### src/rtl/cdb_arbiter.sv
// rtl/cdb_arbiter.sv - common data bus arbiter for three ALU result producers, registered broadcast.
// Define CDB_FIXED_PRIO_EN for fixed priority divide > multiply > addsub instead of round-robin.
module cdb_arbiter (
   input  logic        clk,
   input  logic        rst,
   input  logic [2:0]  reqValid,
   input  logic [3:0]  reqTag0,
   input  logic [3:0]  reqTag1,
   input  logic [3:0]  reqTag2,
   input  logic [31:0] reqData0,
   input  logic [31:0] reqData1,
   input  logic [31:0] reqData2,
   output logic [2:0]  grant,
   output logic        cdbValid,
   output logic [3:0]  cdbTag,
   output logic [31:0] cdbData
);

   logic [1:0]  rr_ptr;
   logic [1:0]  next_ptr;
   logic [2:0]  eligible;
   logic [3:0]  sel_tag;
   logic [31:0] sel_data;

   // Tag 0 means "no producer", so a zero-tag request is never eligible.
   always_comb begin
      eligible[0] = reqValid[0] && (reqTag0 != 4'd0);
      eligible[1] = reqValid[1] && (reqTag1 != 4'd0);
      eligible[2] = reqValid[2] && (reqTag2 != 4'd0);
   end

   always_comb begin
      grant = 3'b000;
      if (!rst) begin
`ifdef CDB_FIXED_PRIO_EN
         if (eligible[2])      grant = 3'b100;
         else if (eligible[1]) grant = 3'b010;
         else if (eligible[0]) grant = 3'b001;
`else
         case (rr_ptr)
            2'd1: begin
               if (eligible[1])      grant = 3'b010;
               else if (eligible[2]) grant = 3'b100;
               else if (eligible[0]) grant = 3'b001;
            end
            2'd2: begin
               if (eligible[2])      grant = 3'b100;
               else if (eligible[0]) grant = 3'b001;
               else if (eligible[1]) grant = 3'b010;
            end
            default: begin
               if (eligible[0])      grant = 3'b001;
               else if (eligible[1]) grant = 3'b010;
               else if (eligible[2]) grant = 3'b100;
            end
         endcase
`endif
      end
   end

   always_comb begin
      sel_tag  = reqTag0;
      sel_data = reqData0;
      if (grant[1]) begin
         sel_tag  = reqTag1;
         sel_data = reqData1;
      end else if (grant[2]) begin
         sel_tag  = reqTag2;
         sel_data = reqData2;
      end
   end

   // Pointer moves just past the winner; value 3 is never produced.
   always_comb begin
      next_ptr = rr_ptr;
`ifndef CDB_FIXED_PRIO_EN
      if (grant[0])      next_ptr = 2'd1;
      else if (grant[1]) next_ptr = 2'd2;
      else if (grant[2]) next_ptr = 2'd0;
`endif
   end

   always_ff @(posedge clk or posedge rst) begin
      if (rst) begin
         rr_ptr   <= 2'd0;
         cdbValid <= 1'b0;
         cdbTag   <= 4'd0;
         cdbData  <= 32'd0;
      end else begin
         rr_ptr   <= next_ptr;
         cdbValid <= |grant;
         if (|grant) begin
            cdbTag  <= sel_tag;
            cdbData <= sel_data;
         end
      end
   end

endmodule

### config.mk
export PLATFORM = sky130hd
export DESIGN_NAME = cdb_arbiter
export DESIGN_NICKNAME = d
export VERILOG_FILES = /design/src/rtl/cdb_arbiter.sv
export SDC_FILE = /design/constraint.sdc
export NUM_CORES = 1
export LEC_CHECK = 0
export ABC_AREA = 1
export CORE_ASPECT_RATIO = 1.75
export CORE_MARGIN = 8
export CORE_UTILIZATION = 41
export DETAILED_ROUTE_END_ITERATION = 10
export DONT_BUFFER_PORTS = 1
export GPL_TIMING_DRIVEN = 0
export PLACE_DENSITY = 0.59
export SLEW_MARGIN = 20
export SYNTH_ARGS = -nofsm -noshare
export SYNTH_HDL_FRONTEND = slang
export SYNTH_SLANG_ARGS = --single-unit
### constraint.sdc
create_clock -name clk -period 6.2 [get_ports clk]
set_input_delay 1.24 -clock clk [delete_from_list [all_inputs] [get_ports clk]]
set_output_delay 1.24 -clock clk [all_outputs]
set_load 0.1 [all_outputs]
Yosys cells after proc, flatten, opt, wreduce, memory -nomap -nowiden
Index checks and enable logic that the tools add are counted.
- latch bits: 0
- memory bits (read-only): 0
- bits in writable memories: 0
- bits in registers: 39
- word-level logic and storage cells: 32
- memories kept: 0
- multiply operators: 0
- $add $sub $neg: 0
- equality and inequality tests: 2
- mux-type cells: 18
- divide/modulo/power cells: 0
- reductions and logical operators: 8
- bitwise operators: 0
- shift operators: 0
- order comparisons: 0
- operators by type and width (kind ; count):
    $mux W32 ; 2
    $mux W3 ; 7
    $reduce_bool A4 Y1 ; 3
    $mux W2 ; 5
    $mux W4 ; 2
    $pmux W3 S2 ; 1
    $logic_and A1 B1 Y1 ; 3
    $reduce_bool A3 Y1 ; 1
    $reduce_or A3 Y1 ; 1
    $eq A2 B1 Y1 const B ; 1
    $eq A2 B2 Y1 const B ; 1
    $mux W1 ; 1

Logic depth before layout (Yosys ltp)
Gate-level depths: netlist of run 1.
- word-level depth: 10
- gate-level depth with buffers: 14
- depth with buffers taken out: 12

Worst setup path after synthesis of run 1
Ideal clock, no wire load.
- path type: input to output
- start: input rst
- end: output grant[0]
- path buffers: 2
- slack: 2.047 ns
- data arrival time: 2.913 ns
- stages on the path: 5
- path through: inv_1 -> nand3_1 -> buf_2 -> inv_1 -> buf_4
- longest elaborated chain between the ends: 1
- RTL lines (element ; line ; source):
    from (decl) ; 5 ; input logic rst,
    $mux W3 ; 34 ; if (!rst) begin
    to (decl) ; 13 ; output logic [2:0] grant,
No other way between the ends.

Final worst setup path of run 1
- start: input reqTag0[0]
- end: output grant[2]
- longest elaborated chain between the ends: 5
- RTL lines (element ; line ; source):
    from (decl) ; 7 ; input logic [3:0] reqTag0,
    $reduce_bool A4 Y1 ; 27 ; eligible[0] = reqValid[0] && (reqTag0 != 4'd0);
    $logic_and A1 B1 Y1 ; 27 ;
    $mux W3 ; 52 ; if (eligible[0]) grant = 3'b001;
    $pmux W3 S2 ; 40 ; case (rr_ptr)
    $mux W3 ; 34 ;
No other way between the ends.

==> summary.md, run 1 <==
| Metric | Value |
|---|---|
| Hold Buf Count CTS | `0` |
| Reg2reg path depth | `11` |
| Min-delay worst type | `flip-flop to flip-flop` |
| Synth cell types | `21` |
| Synth Area in Compound Gates | `0.419%` |
| Max Fclk | `258 MHz` |
| Tcrit/Tclk final | `62.5%` |
| Status | `finished, final reports clean` |
| Syn Inst Count | `368` |
| Num CTS Buffers | `5` |
| Grt total ovfl | `0` |
| Hpwl dp | `7.19 mm` |
| Count leader, synth | `nand3_1` |
| Diodes inserted | `0` |
| Die Ht | `123 um` |
| Most common cell on crit path | `nand2_1` |
| CTS tree | `done` |
| Minimum clock period | `3880 ps` |
| Average via count per standard cell | `5.75` |
| Max-cap violations | `0` |
| Worst r2r src | `rr_ptr[0]` |
| Overall routed net length | `9.10 mm` |
| Synth Area in XOR/XNOR | `0%` |
| Post-synth top cells | `nand3_1, nand2_1, dfrtp_1` |
| Reg clk slew, reported paths | `50 ps` |
| CP max-delay cell | `inv_2` |
| First-pass GRT wire length | `14.2 mm` |
| Post-synth ARST share | `100%` |
| Area Growth Syn to Fin | `10.4%` |
| Simple-Gate Fraction of Synth Area | `52.5%` |
| Setup violators final | `0` |
| Yosys top cell area share | `36.3%` |
| RSZ-0062 raised after global routing | `false` |
| CORE AREA | `6440 um^2` |
| DR pass1 iterations | `4` |
| Crit Reg-Reg Endpoint | `cdbData[13]` |
| Initial antenna violation count | `0` |
| Initial core utilization | `41.7%` |
| DR WL/cell | `19.8 um` |
| Setup crit end kind | `primary output` |
| Resized cells post-CTS | `0` |
| Nets | `491` |
| IO Count | `153` |
| Yosys top cell by area | `dfrtp_1` |
| Sequential-to-total area share from yosys stat | `36.3%` |
| Critical path type | `primary input to primary output` |
| Via count | `2640` |
| Syn_nets | `483` |
| Synthesized area per cell | `7.30 um^2` |
| Multiplexer area fraction after synthesis | `0%` |
| Predominant post-synthesis flop cell | `dfrtp_1` |
| Clk root buf | `clkbuf_16` |
| Residual DRC | `0` |
| CTS sink cnt | `39` |
| Slowest Stage Delay on Critical Path | `370 ps` |
| Critical path fanouts, max | `10` |
| IO Port Bufs | `0` |
| CP required | `4960 ps` |
| Gp weighted congestion | `0.841` |
| Largest family of logic cells by synthesized area | `simple AND/OR/NAND/NOR gates` |
| Clock Path Buffers | `2` |
| Clock skew | `9.12 ps` |
| Die width | `77.2 um` |
| CP arrival | `2640 ps` |
| Final Hold Fails | `0` |
| Postcts setup bufs | `0` |
| Total Routing Usage GR | `18.9%` |
| Number of enable flip-flop cells after synthesis | `0` |
| Seq cells post-synth | `39` |
| Max Slew Vio Count | `0` |
| Slew @ Worst Pin | `945 ps` |
| Worst rel slew slack | `37.0%` |
| Worst hold path endpoint | `rr_ptr[0]` |
| Synth area leaders | `dfrtp_1, nand3_1, nand2_1` |
| DRT iter0 DRCs | `158` |
| Layout cells sized above 1 | `13.0%` |
| Mapped Area | `2690 um^2` |
| # rows | `39` |
| CP Launch Type | `primary input` |
| Synth Area in Adders | `0.932%` |
| Worst Min Path Start | `rr_ptr[0]` |
| H-tree levels | `2` |
| Die area | `9500 um^2` |
| Post-route setup TNS | `0 ps` |
| Largest net degree at the start of global routing | `26` |
| Multi-input gate area | `1450 um^2` |
| Synthesis warning total | `0` |
| Clock latency on the worst-skew pair | `290 ps` |
| # fillers | `690` |
| Vias in the first global route | `2744` |
| Reg-to-reg slack, setup | `4280 ps` |
| Crit path cell chain | `nor2_1, nand2_1, nand2_1, nand3_1, nand2_4, nand2_2, buf_6, buf_2, inv_2` |
| Worst Hold Depth | `2` |
| Final ANT Viol Nets | `0` |
| Register area | `976 um^2` |
[per-layer routing]
layer | up-vias | track usage (%) | share of wire [%]
met5 | - | 0 | 0
met4 | 0 | 8.31 | 2.6
met3 | 16 | 7.13 | 8.1
met2 | 108 | 34.4 | 53
met1 | 1245 | 18.7 | 36
li1 | 1271 | - | -
[cell type report]
cell class | count | area share, %
Multi-Input combinational cell | 285 | 48.8
Clock buffer | 8 | 5.28
Sequential cell | 39 | 32.9
Buffer | 35 | 7.77
Inverter | 9 | 1.14
Tap cell | 82 | 3.46
Timing Repair Buffer | 1 | 0.675
[state kept, by name, indices dropped and copies added, names as in the netlist]
register / cells
cdbData: 32
cdbTag: 4
rr_ptr: 2
cdbValid: 1
[cell usage in the layout (no fill, tap or decap), types with 2 or more instances in the layout]
cell type / n
buf_2: 17
buf_4: 2
buf_6: 9
clkbuf_1: 6
clkbuf_16: 5
clkbuf_2: 2
clkbuf_8: 2
dfrtp_1: 39
ha_1: 2
inv_1: 6
inv_2: 3
nand2_1: 82
nand2_2: 5
nand3_1: 112
nand4_1: 36
nor2_1: 7
or2_0: 13
or2_1: 23
[how the worst max path moves through the flow]
stage	to	cells after the start	startpoint
6_report	grant[2]	9	reqTag0[0]
5_1_grt	grant[2]	9	reqTag0[0]
4_1_cts	grant[2]	11	reqTag1[3]
3_5_place_dp	grant[2]	11	reqTag1[3]
3_3_place_gp	grant[0]	5	rst
2_1_floorplan	grant[0]	5	rst
[logic make-up (layout without fill, tap and decap cells)]
logic type               after synthesis  after routing
adder cells (fa/ha/maj)                2              2
flip-flops                            39             39
AND/OR/NAND/NOR                      281            281
buffers and inverters                 44             53
AO/OA/AOI/OAI                          2              2
[stage by stage]
step | utilization, % | instance area (um^2) | hold WS [ps] | std cells | setup WS, ps
after floorplan | - | 2690 | 522 | 368 | 2050
after global placement | 43.3 | 2790 | 545 | 450 | 1520
after detailed placement | 43.6 | 2810 | 554 | 451 | 2300
after CTS | 46.0 | 2960 | 565 | 459 | 2290
after global routing | 46.0 | 2960 | 577 | 459 | 2170
final | 46.0 | 2960 | 564 | 459 | 2320
[worst max-delay path: cells and delay by family]
kind	cells	cell delay, ps
buffers and inverters	3	720
and+or+nand+nor	6	660
Power of run 1 is left out: the tool's default activity adds up to more than one toggle a clock period on the data nets, which glitch-free logic cannot reach.
==> run 2, diff against run 1 <==
Settings changed: PLACE_DENSITY 0.59 to 0.61.
Clock period 6.2 ns to 3.4 ns, I/O delays scaled along.
==> summary.md, run 2 (synthesis gave the netlist of run 1 again) <==
| Metric | Value |
|---|---|
| Status | `finished, final reports clean` |
| Final Hold Fails | `0` |
| Grt total ovfl | `0` |
| Most common cell on crit path | `buf_6` |
| Clock Path Buffers | `2` |
| Postcts setup bufs | `0` |
| Clk root buf | `clkbuf_16` |
| IO Count | `153` |
| Largest regs | `cdbData: 32 flops, cdbTag: 4 flops, rr_ptr: 2 flops` |
| Max Fclk | `355 MHz` |
| Initial antenna violation count | `0` |
| H-tree levels | `2` |
| Slew @ Worst Pin | `940 ps` |
| CP max-delay cell | `inv_2` |
| Max-cap violations | `0` |
| Final ANT Viol Nets | `0` |
| Max Slew Vio Count | `0` |
| Area Growth Syn to Fin | `9.37%` |
| Finished Cell Area | `2940 um^2` |
| Final core occ | `45.6%` |
| Reg clk slew, reported paths | `50 ps` |
| CP top delay family | `buffers and inverters` |
| # rows | `39` |
| Layout cells sized above 1 | `12.5%` |
| Nets | `491` |
| Largest Register | `cdbData` |
| Most common cell after layout, fill and taps aside | `nand3_1` |
| Die Ht | `123 um` |
| Hold Buf Count CTS | `0` |
| Tcrit/Tclk final | `82.9%` |
| Hpwl dp | `7.28 mm` |
| # placed instances | `451` |
| Most frequent cells in the layout | `nand3_1, nand2_1, dfrtp_1` |
| Critical path type | `flip-flop to primary output` |
| Setup violators final | `0` |
| Diodes inserted | `0` |
| Residual DRC | `0` |
| Max FFs per register | `32` |
| Worst rel slew slack | `37.4%` |
| Setup crit end kind | `primary output` |
| Minimum clock period | `2820 ps` |
| Worst path bufs/invs | `6` |
| Vias in the first global route | `2809` |
| Die area | `9500 um^2` |
| Register area | `976 um^2` |
| DRT iter0 DRCs | `130` |
| Clock skew | `3.43 ps` |
| Placed Area | `2810 um^2` |
| CTS sink cnt | `39` |
| CP required | `2720 ps` |
| DR WL/cell | `20.2 um` |
| First-pass GRT wire length | `14.1 mm` |
| # fillers | `720` |
| CTS tree | `done` |
| Via count | `2651` |
| Gp weighted congestion | `0.828` |
| Crit path cell chain | `inv_1, ha_1, inv_1, nand2_1, nand3_1, nand2_2, buf_6, buf_6, buf_6, inv_2` |
| Resized cells post-CTS | `0` |
| Min-delay worst type | `primary input to async pin` |
| Clock latency on the worst-skew pair | `280 ps` |
| Non-filler cells, final | `457` |
| CORE AREA | `6440 um^2` |
| Overall routed net length | `9.25 mm` |
| CP Launch Type | `flip-flop` |
| Initial core utilization | `41.7%` |
| Multi-input gate area | `1450 um^2` |
| Average via count per standard cell | `5.80` |
| Critical path fanouts, max | `10` |
| Slowest Stage Delay on Critical Path | `350 ps` |
| RSZ-0062 raised after global routing | `false` |
| CP arrival | `2140 ps` |
| Die width | `77.2 um` |
| Total Routing Usage GR | `18.7%` |
| IO Port Bufs | `0` |
| Num CTS Buffers | `5` |
| DR pass1 iterations | `4` |
| Largest net degree at the start of global routing | `25` |
[run 2: final timing paths]
kind                       slack [ps]      start  depth (start not counted)     endpoint
setup / recovery                  580  rr_ptr[0]                         10     grant[1]
hold / removal                    270        rst                          1  cdbData[22]
setup reg to reg                 1510  rr_ptr[0]                         11   cdbData[7]
hold reg to reg                   570  rr_ptr[0]                          2    rr_ptr[0]
max in group asynchronous        2670        rst                          2  cdbData[17]
min in group clk                  570  rr_ptr[0]                          2    rr_ptr[0]
[run 2: worst reg2reg max path, stage by stage (launching register included)]
cell	delay [ps]
dfrtp_1	340
inv_1	60
ha_1	310
inv_1	80
nand2_1	60
nand3_1	100
nand2_2	110
buf_6	150
buf_6	150
buf_2	230
nand4_1	120
nand2_1	120
[run 2: through the flow]
step,worst slack [ps],TNS [ps],hold slack (ps)
6_report,581,0,266
5_1_grt,434,0,291
4_1_cts,562,0,273
3_3_place_gp,-189,-189,545
3_5_place_dp,620,0,558
2_1_floorplan,367,0,522
[run 2: area by class of cell]
type | instances | share of cell area, %
Multi-Input combinational cell | 285 | 49.2
Sequential cell | 39 | 33.2
Buffer | 35 | 7.84
Clock buffer | 6 | 4.39
Tap cell | 82 | 3.49
Inverter | 9 | 1.15
Timing Repair Buffer | 1 | 0.682
[run 2: routing by layer]
metal	GRT usage, %	vias up	share of wire (%)
li1	-	1270	-
met1	17.7	1264	35
met2	36.1	106	56
met3	6.40	11	7.3
met4	6.65	0	1.9
met5	0	-	0
Power of run 2 is left out for the same reason.
==> run 3, diff against run 2 <==
Settings changed: PLACE_DENSITY 0.61 to 0.59.
Clock period 3.4 ns to 2.6 ns, I/O delays scaled along.
==> summary.md, run 3 (synthesis gave the netlist of run 1 again) <==
| Metric | Value |
|---|---|
| Die width | `77.2 um` |
| CP arrival | `1890 ps` |
| Die area | `9500 um^2` |
| Met2 GRT Util | `34.8%` |
| Met3 Track Usage GR | `5.90%` |
| Grt met1 use | `19.0%` |
| Most frequent cells in the layout | `nand3_1, nand2_1, dfrtp_1` |
| First-pass GRT wire length | `14.2 mm` |
| Setup crit end kind | `primary output` |
| Fin worst setup slack | `190 ps` |
| Most common cell after layout, fill and taps aside | `nand3_1` |
| RSZ-0062 raised after global routing | `false` |
| Die Ht | `123 um` |
| Reg-to-reg slack, setup | `590 ps` |
| Layout cells sized above 1 | `12.1%` |
| Via count | `2640` |
| Max Fclk | `415 MHz` |
| Status | `finished, final reports clean` |
| Worst r2r src | `rr_ptr[0]` |
| Max FFs per register | `32` |
| Slowest Stage Delay on Critical Path | `350 ps` |
| Nets | `489` |
| Gp weighted congestion | `0.822` |
| Clk root buf | `clkbuf_16` |
| Final ANT Viol Nets | `0` |
| Residual DRC | `0` |
| DR pass1 iterations | `4` |
| Initial core utilization | `41.7%` |
| Setup violators final | `0` |
| Final core occ | `45.6%` |
| Clock latency on the worst-skew pair | `280 ps` |
| Total Routing Usage GR | `18.8%` |
| Worst rel slew slack | `36.7%` |
| IO Count | `153` |
| Min-delay worst type | `primary input to async pin` |
| Clock skew | `5.01 ps` |
| Diodes inserted | `0` |
| IO Port Bufs | `0` |
| Placed Area | `2790 um^2` |
| Crit path cell chain | `inv_1, ha_1, inv_1, nand2_1, nand3_1, nand2_2, buf_6, buf_6, clkinv_8` |
| # rows | `39` |
| Critical path type | `flip-flop to primary output` |
| Minimum clock period | `2410 ps` |
| Slew @ Worst Pin | `949 ps` |
| Average via count per standard cell | `5.80` |
| Pre-CTS WS | `-289 ps` |
| Num CTS Buffers | `5` |
| DR WL/cell | `20.1 um` |
| Hold Buf Count CTS | `0` |
| Max Slew Vio Count | `0` |
| Initial antenna violation count | `0` |
| CTS sink cnt | `39` |
| CP Launch Type | `flip-flop` |
| Tcrit/Tclk final | `92.7%` |
| Vias in the first global route | `2716` |
| Crit path from | `rr_ptr[0]` |
| Overall routed net length | `9.16 mm` |
| CP required | `2080 ps` |
| Hpwl dp | `7.12 mm` |
| Largest regs | `cdbData: 32 flops, cdbTag: 4 flops, rr_ptr: 2 flops` |
| Largest Register | `cdbData` |
| Critical path fanouts, max | `19` |
| # fillers | `711` |
| Final Hold Fails | `0` |
| Grt total ovfl | `0` |
| Setup crit end | `grant[1]` |
| CORE AREA | `6440 um^2` |
| CTS tree | `done` |
| Clock Path Buffers | `2` |
| Area Growth Syn to Fin | `9.51%` |
| DRT iter0 DRCs | `114` |
| Max-cap violations | `0` |
| H-tree levels | `2` |
| Finished Cell Area | `2940 um^2` |
| Reg clk slew, reported paths | `60 ps` |
| Crit Reg-Reg Endpoint | `cdbData[6]` |
| Layer with the highest usage | `met2` |
| Largest net degree at the start of global routing | `21` |
| Reg2reg path depth | `11` |
| CP max-delay cell | `dfrtp_1` |
-- run 3: changes by cell type in the layout (fill, tap and decap cells not counted) --
cell        previous run  this run
buf_12                 1         0
buf_2                 17        16
buf_4                  2         1
clkinv_8               0         2
clkinvlp_4             0         2
inv_2                  3         0
-- run 3: critical path: cells and delay by family (launching register included) --
| kind | cells | cell delay (ps) |
|---|---|---|
| simple gates | 3 | 260 |
| buf+inv | 5 | 680 |
| flops | 1 | 350 |
| fa+ha+maj | 1 | 310 |
-- run 3: through the flow --
stage / cells / TNS, ps / hold slack [ps]
4_1_cts: 457 / 0 / 140
3_3_place_gp: 450 / -249 / 543
2_1_floorplan: 368 / 0 / 497
3_5_place_dp: 450 / -338 / 560
6_report: 455 / 0 / 121
5_1_grt: 455 / 0 / 152
-- run 3: layout make-up --
type	count	area, um^2	area share [%]
Inverter	9	62.6	2.13
Multi-Input combinational cell	285	1450	49.1
Tap cell	82	103	3.49
Timing Repair inverter	1	7.51	0.255
Buffer	33	218	7.40
Clock buffer	6	129	4.38
Sequential cell	39	976	33.2
-- run 3: worst min-delay path by stage --
stage | endpoint | cells after the start | slack (ps) | start
3_5_place_dp | rr_ptr[0] | 2 | 560 | rr_ptr[0]
2_1_floorplan | cdbData[0] | 1 | 500 | rst
3_3_place_gp | rr_ptr[0] | 2 | 540 | rr_ptr[0]
5_1_grt | cdbTag[2] | 1 | 150 | rst
6_report | cdbTag[2] | 1 | 120 | rst
4_1_cts | cdbData[29] | 1 | 140 | rst
-- run 3: routing by layer --
metal | wire (um) | part of all wire, % | vias up
li1 | - | - | 1267
met4 | 199 | 2.2 | 0
met5 | 0 | 0 | -
met3 | 616 | 6.7 | 14
met1 | 3380 | 37 | 1253
met2 | 4960 | 54 | 106
-- run 3: what timing repair did --
item / CTS / global route
setup endpoints to repair: 3 / 3
cloned: 1 / 0
buffers inserted: 0 / 0
resized for setup: 2 / 7
Power of run 3 is left out for the same reason.
